==> config.mk <==
export PLATFORM = sky130hd
export DESIGN_NAME = uart_fifo_param_flat
export DESIGN_NICKNAME = d
export VERILOG_FILES = /design/src/rtl/uart_fifo_param_if.sv /design/src/rtl/uart_fifo_param.sv /design/src/flat_wrapper.sv
export SDC_FILE = /design/constraint.sdc
export NUM_CORES = 1
export LEC_CHECK = 0
export ABC_AREA = 1
export BUFFER_PORTS_ARGS = -buffer_cell sky130_fd_sc_hd__buf_2
export CAP_MARGIN = 20
export CORE_ASPECT_RATIO = 2
export CORE_MARGIN = 8
export CORE_UTILIZATION = 41
export DETAILED_ROUTE_END_ITERATION = 10
export PLACE_DENSITY = 0.62
export SLEW_MARGIN = 20
export SYNTH_ARGS = -nofsm -noshare
export SYNTH_HDL_FRONTEND = slang
export SYNTH_SLANG_ARGS = --single-unit
==> constraint.sdc <==
create_clock -name sclk -period 1.7 [get_ports sclk]
set_input_delay 0.34 -clock sclk [delete_from_list [all_inputs] [get_ports sclk]]
set_output_delay 0.34 -clock sclk [all_outputs]
set_load 0.005 [all_outputs]
==> src/rtl/uart_fifo_param_if.sv <==
// Handshake/status bundle between a byte producer/consumer and uart_fifo_param.
// The FIFO side uses the slave modport; the producer/consumer side uses master.
interface uart_fifo_param_if #(
    parameter int unsigned DATA_W = 8,
    parameter int unsigned ADDR_W = 5
);
    logic              fifo_flush;
    logic              fifo_wren;
    logic [DATA_W-1:0] fifo_wr_data;
    logic              fifo_rden;
    logic [DATA_W-1:0] fifo_rd_data;
    logic              fifo_empty;
    logic              fifo_full;
    logic              fifo_aempty;
    logic              fifo_afull;
    logic [ADDR_W:0]   fifo_level;
    logic              fifo_clr_err;
    logic              fifo_over;
    logic              fifo_under;

    modport master (
        output fifo_flush, fifo_wren, fifo_wr_data, fifo_rden, fifo_clr_err,
        input  fifo_rd_data, fifo_empty, fifo_full, fifo_aempty, fifo_afull,
               fifo_level, fifo_over, fifo_under
    );

    modport slave (
        input  fifo_flush, fifo_wren, fifo_wr_data, fifo_rden, fifo_clr_err,
        output fifo_rd_data, fifo_empty, fifo_full, fifo_aempty, fifo_afull,
               fifo_level, fifo_over, fifo_under
    );
endinterface

==> src/rtl/uart_fifo_param.sv <==
// Parametrised synchronous FIFO for the UART TX/RX datapaths: all DEPTH entries usable,
// level/threshold flags, sticky over/underflow errors, flush, registered or show-ahead read.
module uart_fifo_param #(
    parameter int unsigned DATA_W    = 8,
    parameter int unsigned ADDR_W    = 5,
    parameter int unsigned AFULL_TH  = 28,
    parameter int unsigned AEMPTY_TH = 2,
    parameter int unsigned FWFT      = 0
) (
    input  logic              sclk,
    input  logic              rst,
    uart_fifo_param_if.slave  bus
);
    localparam int unsigned DEPTH = 1 << ADDR_W;
    localparam int unsigned LVL_W = ADDR_W + 1;

    logic [DATA_W-1:0] mem [DEPTH];
    logic [ADDR_W-1:0] wr_ptr;
    logic [ADDR_W-1:0] rd_ptr;
    logic [LVL_W-1:0]  level;
    logic [LVL_W-1:0]  level_nxt;
    logic              empty_q;
    logic              full_q;
    logic              aempty_q;
    logic              afull_q;
    logic              over_q;
    logic              under_q;
    logic              rd_ok;
    logic              wr_ok;
    logic              over_set;
    logic              under_set;

    // Accept decisions use only registered state; flush suppresses both sides.
    always_comb begin
        rd_ok     = 1'b0;
        wr_ok     = 1'b0;
        over_set  = 1'b0;
        under_set = 1'b0;
        level_nxt = level;
        if (!bus.fifo_flush) begin
            rd_ok     = bus.fifo_rden & ~empty_q;
            wr_ok     = bus.fifo_wren & (~full_q | rd_ok);
            over_set  = bus.fifo_wren & ~wr_ok;
            under_set = bus.fifo_rden & ~rd_ok;
            if (wr_ok && !rd_ok) begin
                level_nxt = level + LVL_W'(1);
            end else if (rd_ok && !wr_ok) begin
                level_nxt = level - LVL_W'(1);
            end
        end else begin
            level_nxt = '0;
        end
    end

    // Pointers, level, and flags registered as decodes of the next level.
    always_ff @(posedge sclk) begin
        if (rst) begin
            wr_ptr   <= '0;
            rd_ptr   <= '0;
            level    <= '0;
            empty_q  <= 1'b1;
            full_q   <= 1'b0;
            aempty_q <= 1'b1;
            afull_q  <= 1'b0;
            over_q   <= 1'b0;
            under_q  <= 1'b0;
        end else begin
            if (bus.fifo_flush) begin
                wr_ptr <= '0;
                rd_ptr <= '0;
            end else begin
                if (wr_ok) wr_ptr <= wr_ptr + ADDR_W'(1);
                if (rd_ok) rd_ptr <= rd_ptr + ADDR_W'(1);
            end
            level    <= level_nxt;
            empty_q  <= (level_nxt == '0);
            full_q   <= (level_nxt == LVL_W'(DEPTH));
            aempty_q <= (level_nxt <= LVL_W'(AEMPTY_TH));
            afull_q  <= (level_nxt >= LVL_W'(AFULL_TH));
            // Set wins over clear.
            over_q   <= over_set  | (over_q  & ~bus.fifo_clr_err);
            under_q  <= under_set | (under_q & ~bus.fifo_clr_err);
        end
    end

    // Storage array is deliberately left out of reset.
    always_ff @(posedge sclk) begin
        if (wr_ok && !rst) begin
            mem[wr_ptr] <= bus.fifo_wr_data;
        end
    end

    generate
        if (FWFT != 0) begin : g_fwft
            assign bus.fifo_rd_data = mem[rd_ptr];
        end else begin : g_reg
            logic [DATA_W-1:0] rd_data_q;
            always_ff @(posedge sclk) begin
                if (rst) begin
                    rd_data_q <= '0;
                end else if (rd_ok) begin
                    rd_data_q <= mem[rd_ptr];
                end
            end
            assign bus.fifo_rd_data = rd_data_q;
        end
    endgenerate

    assign bus.fifo_empty  = empty_q;
    assign bus.fifo_full   = full_q;
    assign bus.fifo_aempty = aempty_q;
    assign bus.fifo_afull  = afull_q;
    assign bus.fifo_level  = level;
    assign bus.fifo_over   = over_q;
    assign bus.fifo_under  = under_q;
endmodule

==> src/flat_wrapper.sv <==
// flat-port wrapper written by rule: the top's interface ports become plain ports
module uart_fifo_param_flat 
#(
    parameter int unsigned DATA_W    = 8,
    parameter int unsigned ADDR_W    = 5,
    parameter int unsigned AFULL_TH  = 28,
    parameter int unsigned AEMPTY_TH = 2,
    parameter int unsigned FWFT      = 0
)
  (sclk, rst, bus_fifo_flush, bus_fifo_wren, bus_fifo_wr_data, bus_fifo_rden, bus_fifo_clr_err, bus_fifo_rd_data, bus_fifo_empty, bus_fifo_full, bus_fifo_aempty, bus_fifo_afull, bus_fifo_level, bus_fifo_over, bus_fifo_under);
  uart_fifo_param_if #(.DATA_W(DATA_W), .ADDR_W(ADDR_W)) bus_i ();
  input  logic sclk;
  input  logic rst;
  input wire logic [$bits(bus_i.fifo_flush)-1:0] bus_fifo_flush;
  input wire logic [$bits(bus_i.fifo_wren)-1:0] bus_fifo_wren;
  input wire logic [$bits(bus_i.fifo_wr_data)-1:0] bus_fifo_wr_data;
  input wire logic [$bits(bus_i.fifo_rden)-1:0] bus_fifo_rden;
  input wire logic [$bits(bus_i.fifo_clr_err)-1:0] bus_fifo_clr_err;
  output wire logic [$bits(bus_i.fifo_rd_data)-1:0] bus_fifo_rd_data;
  output wire logic [$bits(bus_i.fifo_empty)-1:0] bus_fifo_empty;
  output wire logic [$bits(bus_i.fifo_full)-1:0] bus_fifo_full;
  output wire logic [$bits(bus_i.fifo_aempty)-1:0] bus_fifo_aempty;
  output wire logic [$bits(bus_i.fifo_afull)-1:0] bus_fifo_afull;
  output wire logic [$bits(bus_i.fifo_level)-1:0] bus_fifo_level;
  output wire logic [$bits(bus_i.fifo_over)-1:0] bus_fifo_over;
  output wire logic [$bits(bus_i.fifo_under)-1:0] bus_fifo_under;
  assign bus_i.fifo_flush = bus_fifo_flush;
  assign bus_i.fifo_wren = bus_fifo_wren;
  assign bus_i.fifo_wr_data = bus_fifo_wr_data;
  assign bus_i.fifo_rden = bus_fifo_rden;
  assign bus_i.fifo_clr_err = bus_fifo_clr_err;
  assign bus_fifo_rd_data = bus_i.fifo_rd_data;
  assign bus_fifo_empty = bus_i.fifo_empty;
  assign bus_fifo_full = bus_i.fifo_full;
  assign bus_fifo_aempty = bus_i.fifo_aempty;
  assign bus_fifo_afull = bus_i.fifo_afull;
  assign bus_fifo_level = bus_i.fifo_level;
  assign bus_fifo_over = bus_i.fifo_over;
  assign bus_fifo_under = bus_i.fifo_under;
  uart_fifo_param #(.DATA_W(DATA_W), .ADDR_W(ADDR_W), .AFULL_TH(AFULL_TH), .AEMPTY_TH(AEMPTY_TH), .FWFT(FWFT)) u_core (.sclk(sclk), .rst(rst), .bus(bus_i));
endmodule
==> impl_metrics.ini, run 1 <==
[floorplanning]
initial_utilization = 0.4156
rows = 89
die_y_um = 260.6
io_pins = 34
fp.dieW_um = 138.3
dieArea_sq_um = 36040
core_sq_um = 29510

[layout]
final_area_sq_um = 14420
nFillCells = 2603
fin_nets = 1318
final_layout_size_suffix_gt1_frac = 0.1498
utilization = 0.4887
areaGrowthSynthToFinish_pct = 17.59
antenna_cells = 0

[clocking]
clk_pin_slew_ps = 70
cts_buffer_depth = 3
cts_tree = done
clk_latency_ps = 530
cts_sinks = 286
cts-buffers-inserted = 24
cts_root_buf = clkbuf_16
htreeDepth = 1

[synthesis]
yosys_warnings = 0
synth_cells = 1207
synth_area_leaders = edfxtp_1, nand2_1, nand3_1
synth_top_area_cell = edfxtp_1
synth_nets = 1228
synth.lib_cells_used.distinct = 27
synth-seq-area-share = 0.6757
synth.avg_cell_area_sq_um = 10.16
synth_top_area_share = 0.6267
netlist_area_sq_um = 12270
synth-seq-cells = 286

[run_status]
status = completed

[global_route]
grt_overflow = 0
first_global_vias = 8685
grt_first_pass_wirelength_mm = 48.49
antenna_found_initial = 0
grtUsageTotal = 0.1760
grt_max_degree = 69

[timing]
final_hold_viol_count = 0
whs_ps = 85.60
relSlewSlack = 0.7488
fmax_mhz = 598.5
rsz0062_at_grt = yes
slew_viol_final = 0
period_minus_slack_ps = 1671
finalSetupViolCount = 0
finClkSkew_ps = 15.80
tightest_slew_ps = 375.8
finalCritPeriodShare = 0.9829
setup_tns_ps = 0

[worst_setup_path]
crit_path_end_kind = flip-flop
crit_fanout = 16
required_ps = 2110
worstReg2RegEnd = u_core.bus.fifo_rd_data[5]
r2r_slack_ps = 30
crit_path_start_kind = flip-flop
path_class = flip-flop to flip-flop
timing.rr.start = u_core.rd_ptr[0]
critPathLaunch = u_core.rd_ptr[0]
crit_arrival_ps = 2080
reg2regPathDepth = 9

[drt]
wl_per_cell_um = 19.70
ant_nets = 0
via_per_inst = 5.101
firstDrtPassIters = 5
drc = 0
wl_mm = 33.08
drt-initial-drc-count = 662
vias = 8564

[flow_run]
drv_cap = 0

[power_and_ir_drop]
ir_drop_uv = 525.8
fin_total_pwr_mw = 14.20
power_density_nw_per_um2 = 984.3
leakage_nw = 5.807

[placed_design]
gp_congestion = 0.8852
hpwl_mm = 21.57
numPortBuffers = 33
post_dp_cell_area_sq_um = 13370

[worst_hold_path]
hold_depth = 4
whs_endpoint = u_core.bus.fifo_over
hp-class = input port to flip-flop
hp-start = bus_fifo_clr_err
## cells in the mapped netlist
master / instances
clkbuf_1: 6
nand3_1: 173
nor2_1: 101
o211ai_1: 1
inv_1: 128
buf_6: 8
nor2_2: 3
a21oi_1: 33
inv_2: 7
nand3_2: 1
o21ai_1: 1
nand2_1: 384
nand3b_1: 1
ha_1: 7
edfxtp_1: 256
dfxtp_1: 30
nor4_2: 1
nor3_1: 5
buf_2: 28
o31ai_1: 1
o21ai_0: 18
nand2_4: 1
buf_4: 7
clkinv_1: 2
buf_1: 2
nand4_1: 1
o211a_1: 1
## stage by stage
stage | worst slack (ps) | cells
6_report | 29.12 | 1679
5_1_grt | -26.56 | 1679
4_1_cts | 18.36 | 1675
3_5_place_dp | -176.2 | 1631
3_3_place_gp | -124.0 | 1631
2_1_floorplan | -28.83 | 1207
## worst max path at each step
stage,endpoint,slack (ps),cells after the start
2_1_floorplan,u_core.mem[12][0],-30,7
3_3_place_gp,u_core.mem[22][1],-120,9
3_5_place_dp,u_core.mem[10][7],-180,9
4_1_cts,u_core.bus.fifo_empty,20,10
5_1_grt,u_core.bus.fifo_rd_data[5],-30,9
6_report,u_core.bus.fifo_rd_data[5],30,9
## metal layers
metal | vias to the layer above | part of all wire | track usage | routed length, um
li1 | 4143 | - | - | -
met1 | 4093 | 0.35 | 0.1691 | 11600
met2 | 241 | 0.56 | 0.3531 | 18600
met5 | - | 0 | 0 | 0
met3 | 87 | 0.034 | 0.01638 | 1125
met4 | 0 | 0.053 | 0.1008 | 1763
## area by class of cell
cell class              count  area [sq um]  share of cell area
clock buffers              32         661.9             0.04589
clock inverters            12         167.7             0.01162
inverters                 137         519.2             0.03600
multi-input cells         733          3253              0.2256
flip-flops and latches    286          8297              0.5753
well taps                 364         455.4             0.03158
repair buffers            115          1069             0.07409
## state kept, by name (all words and copies together), names as in the netlist
name and flops:
u_core.bus.fifo_over 1, u_core.rd_ptr 5, u_core.bus.fifo_under 1, u_core.bus.fifo_aempty 1, u_core.bus.fifo_full 1, u_core.bus.fifo_afull 1, u_core.bus.fifo_empty 1, u_core.bus.fifo_rd_data 8
u_core.bus.fifo_level 6, u_core.wr_ptr 5, u_core.mem 256
## kinds of logic after synthesis
logic type / share of synthesized area
simple gates: 0.2265
flops: 0.6757
buf+inv: 0.06743
compound gates: 0.02326
fa+ha+maj: 0.007140
## critical path, stage by stage, from the launching register on
cell     delay [ps]
dfxtp_4         430
inv_6            80
buf_12          160
buf_12          150
o21ai_0         240
nand3_2         150
nand3_1         120
nand2_2          80
nand3_1          70
a21oi_1          60
## placed cells by master (no fill, tap or decap), drive strengths merged
| cell type | netlist | layout |
|---|---|---|
| a21oi | 33 | 33 |
| buf | 45 | 113 |
| bufinv | 0 | 4 |
| clkbuf | 6 | 34 |
| clkinv | 2 | 8 |
| clkinvlp | 0 | 2 |
| dfxtp | 30 | 30 |
| edfxtp | 256 | 256 |
| ha | 7 | 7 |
| inv | 135 | 135 |
| nand2 | 385 | 385 |
| nand3 | 174 | 174 |
| nand3b | 1 | 1 |
| nand4 | 1 | 1 |
| nor2 | 104 | 104 |
| nor3 | 5 | 5 |
| nor4 | 1 | 1 |
| o211a | 1 | 1 |
| o211ai | 1 | 1 |
| o21ai | 19 | 19 |
| o31ai | 1 | 1 |
## repair_timing
action | in CTS | in global routing
endpoints found under the hold margin | 0 | 0
cloned | 0 | 2
gates resized for setup | 2 | 45
hold buffers | 0 | 0
pin swaps | 0 | 5
setup endpoints to repair | 18 | 251
setup buffers | 0 | 2
## report_power, final
group	leakage, nW	internal [mW]	switching (mW)
Combinational	2.86	0.219	0.468
Sequential	2.55	7.67	0.0244
Clock	0.401	3.36	2.46
Total	5.81	11.2	2.95
(Power assumes the default switching activity.)
==> run 2: changes to the inputs <==
- ABC_AREA: 1 -> default
- PLACE_DENSITY: 0.62 -> 0.63
==> run 2 against run 1 <==
Compared with the run above:
- the run now ends with negative setup slack left
- hold slack improved by 1.1 ps
- die area is 6.1% lower
- sequential power hardly changed
- clock power fell by 12%
- total power fell by 5.3%
- first-iteration DRC count shrank 42%
- via count down 26%
- register-to-register slack lost 340 ps
- clock skew down 7.5 ps
- clock-buffer cell count decreased by 3
- global-route usage shrank 0.59 points
- critical path type unchanged
- critical endpoint is now u_core.bus.fifo_rd_data[0]
- largest power group unchanged
==> impl_metrics.ini, run 2 <==
[timing]
finalWorstSetupSlack_ps = -311.2
rsz0062_at_grt = yes
finalSetupViolCount = 267
final_hold_viol_count = 0
fmax_mhz = 497.2
tightest_slew_ps = 765.6
finalCritPeriodShare = 1.183
period_minus_slack_ps = 2011
relSlewSlack = 0.4873
slew_viol_final = 0
finClkSkew_ps = 8.276

[synthesis]
synth_nets = 654
synth_cells = 633
synth-seq-area-share = 0.7237
synth.lib_cells_used.distinct = 57
synth_edf_count = 256
netlist_area_sq_um = 11450
yosys-top-cells-count = edfxtp_1, nor2_1, mux4_2, mux2i_1, dfxtp_1
synthArstFlopShare = 0
synth-seq-cells = 286
synth_top_area_cell = edfxtp_1
yosysMostFrequentCell = edfxtp_1
yosys_warnings = 0
synth_area_leaders = edfxtp_1, mux4_2, dfxtp_1
synth_top_area_share = 0.6713
synth_ff_type = edfxtp_1
synth.avg_cell_area_sq_um = 18.09

[clocking]
cts_buffer_depth = 3
htreeDepth = 1
cts_root_buf = clkbuf_16
cts_tree = done
cts_sinks = 286
clk_latency_ps = 520
clk_pin_slew_ps = 70
cts-buffers-inserted = 23

[run_status]
violations = negative setup slack
status = finished, violations left

[global_route]
antenna_found_initial = 0
grt_overflow = 0
grt_max_degree = 33
grtUsageTotal = 0.1701
first_global_vias = 6978
grt_first_pass_wirelength_mm = 42.79

[drt]
vias = 6308
via_per_inst = 5.466
firstDrtPassIters = 4
wl_per_cell_um = 24.43
ant_nets = 0
drc = 0
wl_mm = 28.19
drt-initial-drc-count = 383

[worst_hold_path]
hp-class = input port to flip-flop

[layout]
final_common_cell = edfxtp_1
antenna_cells = 0
final_layout_size_suffix_gt1_frac = 0.4377
areaGrowthSynthToFinish_pct = 27.58
regMostFlops = u_core.mem
nFillCells = 2167
utilization = 0.5304
fin_nets = 809
largest_register_ffs = 256
mostFrequentLayoutCells = edfxtp_1, buf_4, mux4_2

[floorplanning]
fp.dieW_um = 134.2
core_sq_um = 27550
initial_utilization = 0.4157
io_pins = 34
dieArea_sq_um = 33860
die_y_um = 252.4
rows = 86

[power_and_ir_drop]
pwr-share-comb = 0.048
p_sw_frac = 0.2005
power_frac_clock = 0.379
p_sw_mw = 2.695
intPower_mw = 10.75
power_density_nw_per_um2 = 920.0
ir_drop_uv = 695.1
pwr-share-seq = 0.573
leakage_nw = 4.667

[placed_design]
gp_congestion = 0.8137
hpwl_mm = 19.68
numPortBuffers = 33
post-place-ws_ps = -559.7

[worst_setup_path]
cp_slowest_stage_delay_ps = 530
cpMostUsedCell = a22o_1
crit_fanout = 7
crit_arrival_ps = 2420
path_class = flip-flop to flip-flop
path_cells = buf_6 > mux4_2 > a22o_1 > a211oi_4 > a21oi_2 > a22o_1
cpMaxStageDelayCell = mux4_2
crit_path_end_kind = flip-flop
crit_path_start_kind = flip-flop
required_ps = 2110

[flow_run]
drv_cap = 0
run 2: cell count changes after synthesis, sizes merged, moves of 39 or more:
cell   before  now
nand2     385   19
mux2i       0   39
inv       135    7
nor2      104   57
mux4        0   49
nand3     174    6
run 2: layer usage:
layer	wire length, um	vias to the layer above	track usage	part of all wire
met2	16580	138	0.3383	0.59
met1	9688	3280	0.1700	0.34
met3	948	45	0.01931	0.034
met5	0	-	0	0
li1	-	2845	-	-
met4	979	0	0.07357	0.035
run 2: cell families after synthesis:
family	synth area share
multiplexers	0.1344
flip-flops	0.7237
adder cells (fa/ha/maj)	0.007647
buffers and inverters	0.02087
XOR/XNOR	0.006883
AND/OR/NAND/NOR	0.05572
AO/OA/AOI/OAI	0.05080
run 2: path summary, 6_finish.rpt:
kind	start	endpoint	slack [ps]	depth (start not counted)
max	u_core.rd_ptr[0]	u_core.bus.fifo_rd_data[0]	-310	6
min	bus_fifo_clr_err	u_core.bus.fifo_over	90	3
max reg2reg	u_core.rd_ptr[0]	u_core.bus.fifo_rd_data[0]	-310	6
min reg2reg	u_core.bus.fifo_under	u_core.bus.fifo_under	470	2
run 2: layout make-up:
cell class	count	area (sq um)	area share
flip-flops and latches	286	8308	0.5686
multi-input cells	310	3543	0.2425
repair buffers	160	1599	0.1094
clock buffers	29	598.1	0.04094
well taps	352	440.4	0.03014
clock inverters	10	95.09	0.006509
inverters	7	26.28	0.001798
run 2: power by group through the flow:
| stage | sequential [mW] | clock [mW] | combinational [mW] |
|---|---|---|---|
| after floorplan | 7.85 | 0 | 0.261 |
| after global placement | 7.84 | 0 | 0.532 |
| after detailed placement | 7.85 | 0 | 0.549 |
| after CTS | 7.69 | 5.19 | 0.634 |
| after global routing | 7.69 | 5.44 | 0.693 |
| final | 7.70 | 5.10 | 0.650 |
run 2: worst max-delay path, delay by kind of cell, from the launching register on:
family                 cells  cell delay [ps]
flip-flops                 1              440
buffers and inverters      1              150
AO/OA/AOI/OAI              4              770
multiplexers               1              530
run 2: stage by stage:
step                      hold slack (ps)  setup TNS (ps)  std cells  instance area (sq um)  total power [mW]
after CTS                           76.58          -15370       1149                  14490             13.52
after detailed placement            462.6          -49180       1070                  12870             8.395
after floorplan                     438.9          -388.0        633                  11770             8.107
after global placement              454.8          -43920       1070                  12870             8.377
final                               86.72          -10620       1154                  14610             13.44
after global routing                90.36          -21330       1154                  14610             13.83
run 2: what timing repair did:
| action | CTS | global route |
|---|---|---|
| pin swaps | 43 | 31 |
| hold buffers | 0 | 0 |
| setup buffers | 39 | 5 |
| endpoints found under the setup margin | 270 | 271 |
| gates resized for setup | 72 | 22 |
| gates cloned | 1 | 0 |
==> run 3: changes to the inputs <==
- BUFFER_PORTS_ARGS: -buffer_cell sky130_fd_sc_hd__buf_2 -> -buffer_cell sky130_fd_sc_hd__buf_4
- SKIP_CTS_REPAIR_TIMING: default -> 1
- SLEW_MARGIN: 20 -> 30
==> run 3 against run 2 <==
Compared with the run above:
- the run still ends with negative setup slack left
- largest cell class unchanged
- register-to-register slack lost 60 ps
- wire length shrank 6.4%
- critical path depth is the same
- global-route usage shrank 1.5 points
==> impl_metrics.ini, run 3 (same netlist as run 2, synthesis figures left out) <==
[global_route]
grt_max_degree = 33
first_global_vias = 6585
grt_overflow = 0
grtUsageTotal = 0.1555
antenna_found_initial = 0
grt_first_pass_wirelength_mm = 39.63

[worst_setup_path]
path_class = flip-flop to flip-flop
crit_fanout = 14
crit_path_end_kind = flip-flop
worstReg2RegEnd = u_core.bus.fifo_rd_data[2]
r2r_slack_ps = -370
cp.depth = 6
reg2regPathDepth = 6
cp_num_buf_inv = 2
cpMaxStageDelayCell = mux4_2
timing.rr.start = u_core.rd_ptr[0]
critPathLaunch = u_core.rd_ptr[0]
required_ps = 2110
path_cells = buf_12 > mux4_2 > a22o_1 > a211oi_2 > buf_4 > o21ai_1
crit_arrival_ps = 2480
crit_end = u_core.bus.fifo_rd_data[2]
cp_top_family = compound AO/OA/AOI/OAI gates
crit_path_start_kind = flip-flop
cp_slowest_stage_delay_ps = 540

[layout]
fin_nets = 785
largest_register_ffs = 256
final_common_cell = edfxtp_1
regMostFlops = u_core.mem
mostFrequentLayoutCells = edfxtp_1, buf_4, mux4_2
areaGrowthSynthToFinish_pct = 24.37
nFillCells = 2229
final_layout_size_suffix_gt1_frac = 0.3869
antenna_cells = 0

[power_and_ir_drop]
leakage_nw = 4.499
power_density_nw_per_um2 = 935.5
ir_drop_uv = 641.8

[timing]
relSlewSlack = 0.6855
setup_tns_ps = -7787
period_minus_slack_ps = 2071
rsz0062_at_grt = yes
finalWorstSetupSlack_ps = -370.6
finalSetupViolCount = 227
tightest_slew_ps = 471.2
final_hold_viol_count = 0
slew_viol_final = 0
finalCritPeriodShare = 1.218
finClkSkew_ps = 8.192
fmax_mhz = 483.0
whs_ps = 88.42

[clocking]
cts_buffer_depth = 3
cts_sinks = 286
cts_tree = done
htreeDepth = 1
cts_root_buf = clkbuf_16
cts-buffers-inserted = 23
clk_pin_slew_ps = 70
clk_latency_ps = 520

[placed_design]
gp_congestion = 0.9526
numPortBuffers = 33
hpwl_mm = 18.41

[floorplanning]
rows = 86
dieArea_sq_um = 33860
io_pins = 34
die_y_um = 252.4
initial_utilization = 0.4157
fp.dieW_um = 134.2
core_sq_um = 27550

[drt]
wl_mm = 26.39
wl_per_cell_um = 23.35
drt-initial-drc-count = 373
drc = 0
firstDrtPassIters = 4
vias = 6236
ant_nets = 0
via_per_inst = 5.519

[run_status]
status = finished, violations left
violations = negative setup slack

[worst_hold_path]
hp-class = input port to flip-flop

[flow_run]
drv_cap = 0
run 3: changes by cell type in the layout (fill, tap and decap cells not counted), sizes merged:
cell,change
clkbuf,-5
clkinvlp,+5
bufinv,-1
clkinv,+1
inv,+1
buf,-25
run 3: stage by stage:
step                  util  cells  total power [mW]  setup slack, ps  area (sq um)
floorplan                -    633             8.107           -51.88         11770
global placement    0.4746   1072             8.391           -502.4         13070
detailed placement  0.4746   1072             8.413           -496.4         13070
CTS                 0.4999   1111             13.38           -515.9         13770
global route        0.5171   1130             13.68           -423.7         14240
finish              0.5171   1130             13.33           -370.6         14240
run 3: layout make-up:
| type | instances | area (sq um) | share of cell area |
|---|---|---|---|
| Multi-Input combinational cell | 310 | 3373 | 0.2368 |
| Clock buffer | 23 | 575.6 | 0.04041 |
| Sequential cell | 286 | 8300 | 0.5827 |
| Clock inverter | 16 | 121.4 | 0.008521 |
| Inverter | 7 | 26.28 | 0.001845 |
| Timing Repair Buffer | 136 | 1406 | 0.09873 |
| Tap cell | 352 | 440.4 | 0.03092 |
run 3: worst min-delay path by stage:
stage	end	cells past startpoint	startpoint
floorplan	u_core.mem[0][0]	0	bus_fifo_wr_data[0]
global placement	u_core.bus.fifo_rd_data[2]	2	u_core.bus.fifo_rd_data[2]
detailed placement	u_core.bus.fifo_rd_data[2]	2	u_core.bus.fifo_rd_data[2]
CTS	u_core.bus.fifo_empty	3	rst
global route	u_core.bus.fifo_under	3	bus_fifo_clr_err
finish	u_core.bus.fifo_over	3	bus_fifo_clr_err
run 3: worst register-to-register path: cells and delay by family (launching register included):
kind	cells	cell delay, ps
flops	1	430
mux	1	550
buf+inv	2	360
compound gates	3	630
run 3: where the power goes:
group,total [mW],internal (mW),switching (mW),leakage [nW]
clock,5.02,2.64,2.38,0.331
sequential,7.69,7.67,0.0264,2.55
combinational,0.615,0.275,0.340,1.62
total,13.3,10.6,2.74,4.50
run 3: layer usage:
layer / share of wire / up-vias / wire (um) / global-route usage
met5: 0 / - / 0 / 0
met4: 0.050 / 0 / 1309 / 0.08035
met3: 0.037 / 64 / 968 / 0.02030
met2: 0.56 / 156 / 14800 / 0.2942
met1: 0.35 / 3220 / 9306 / 0.1620
li1: - / 2796 / - / -
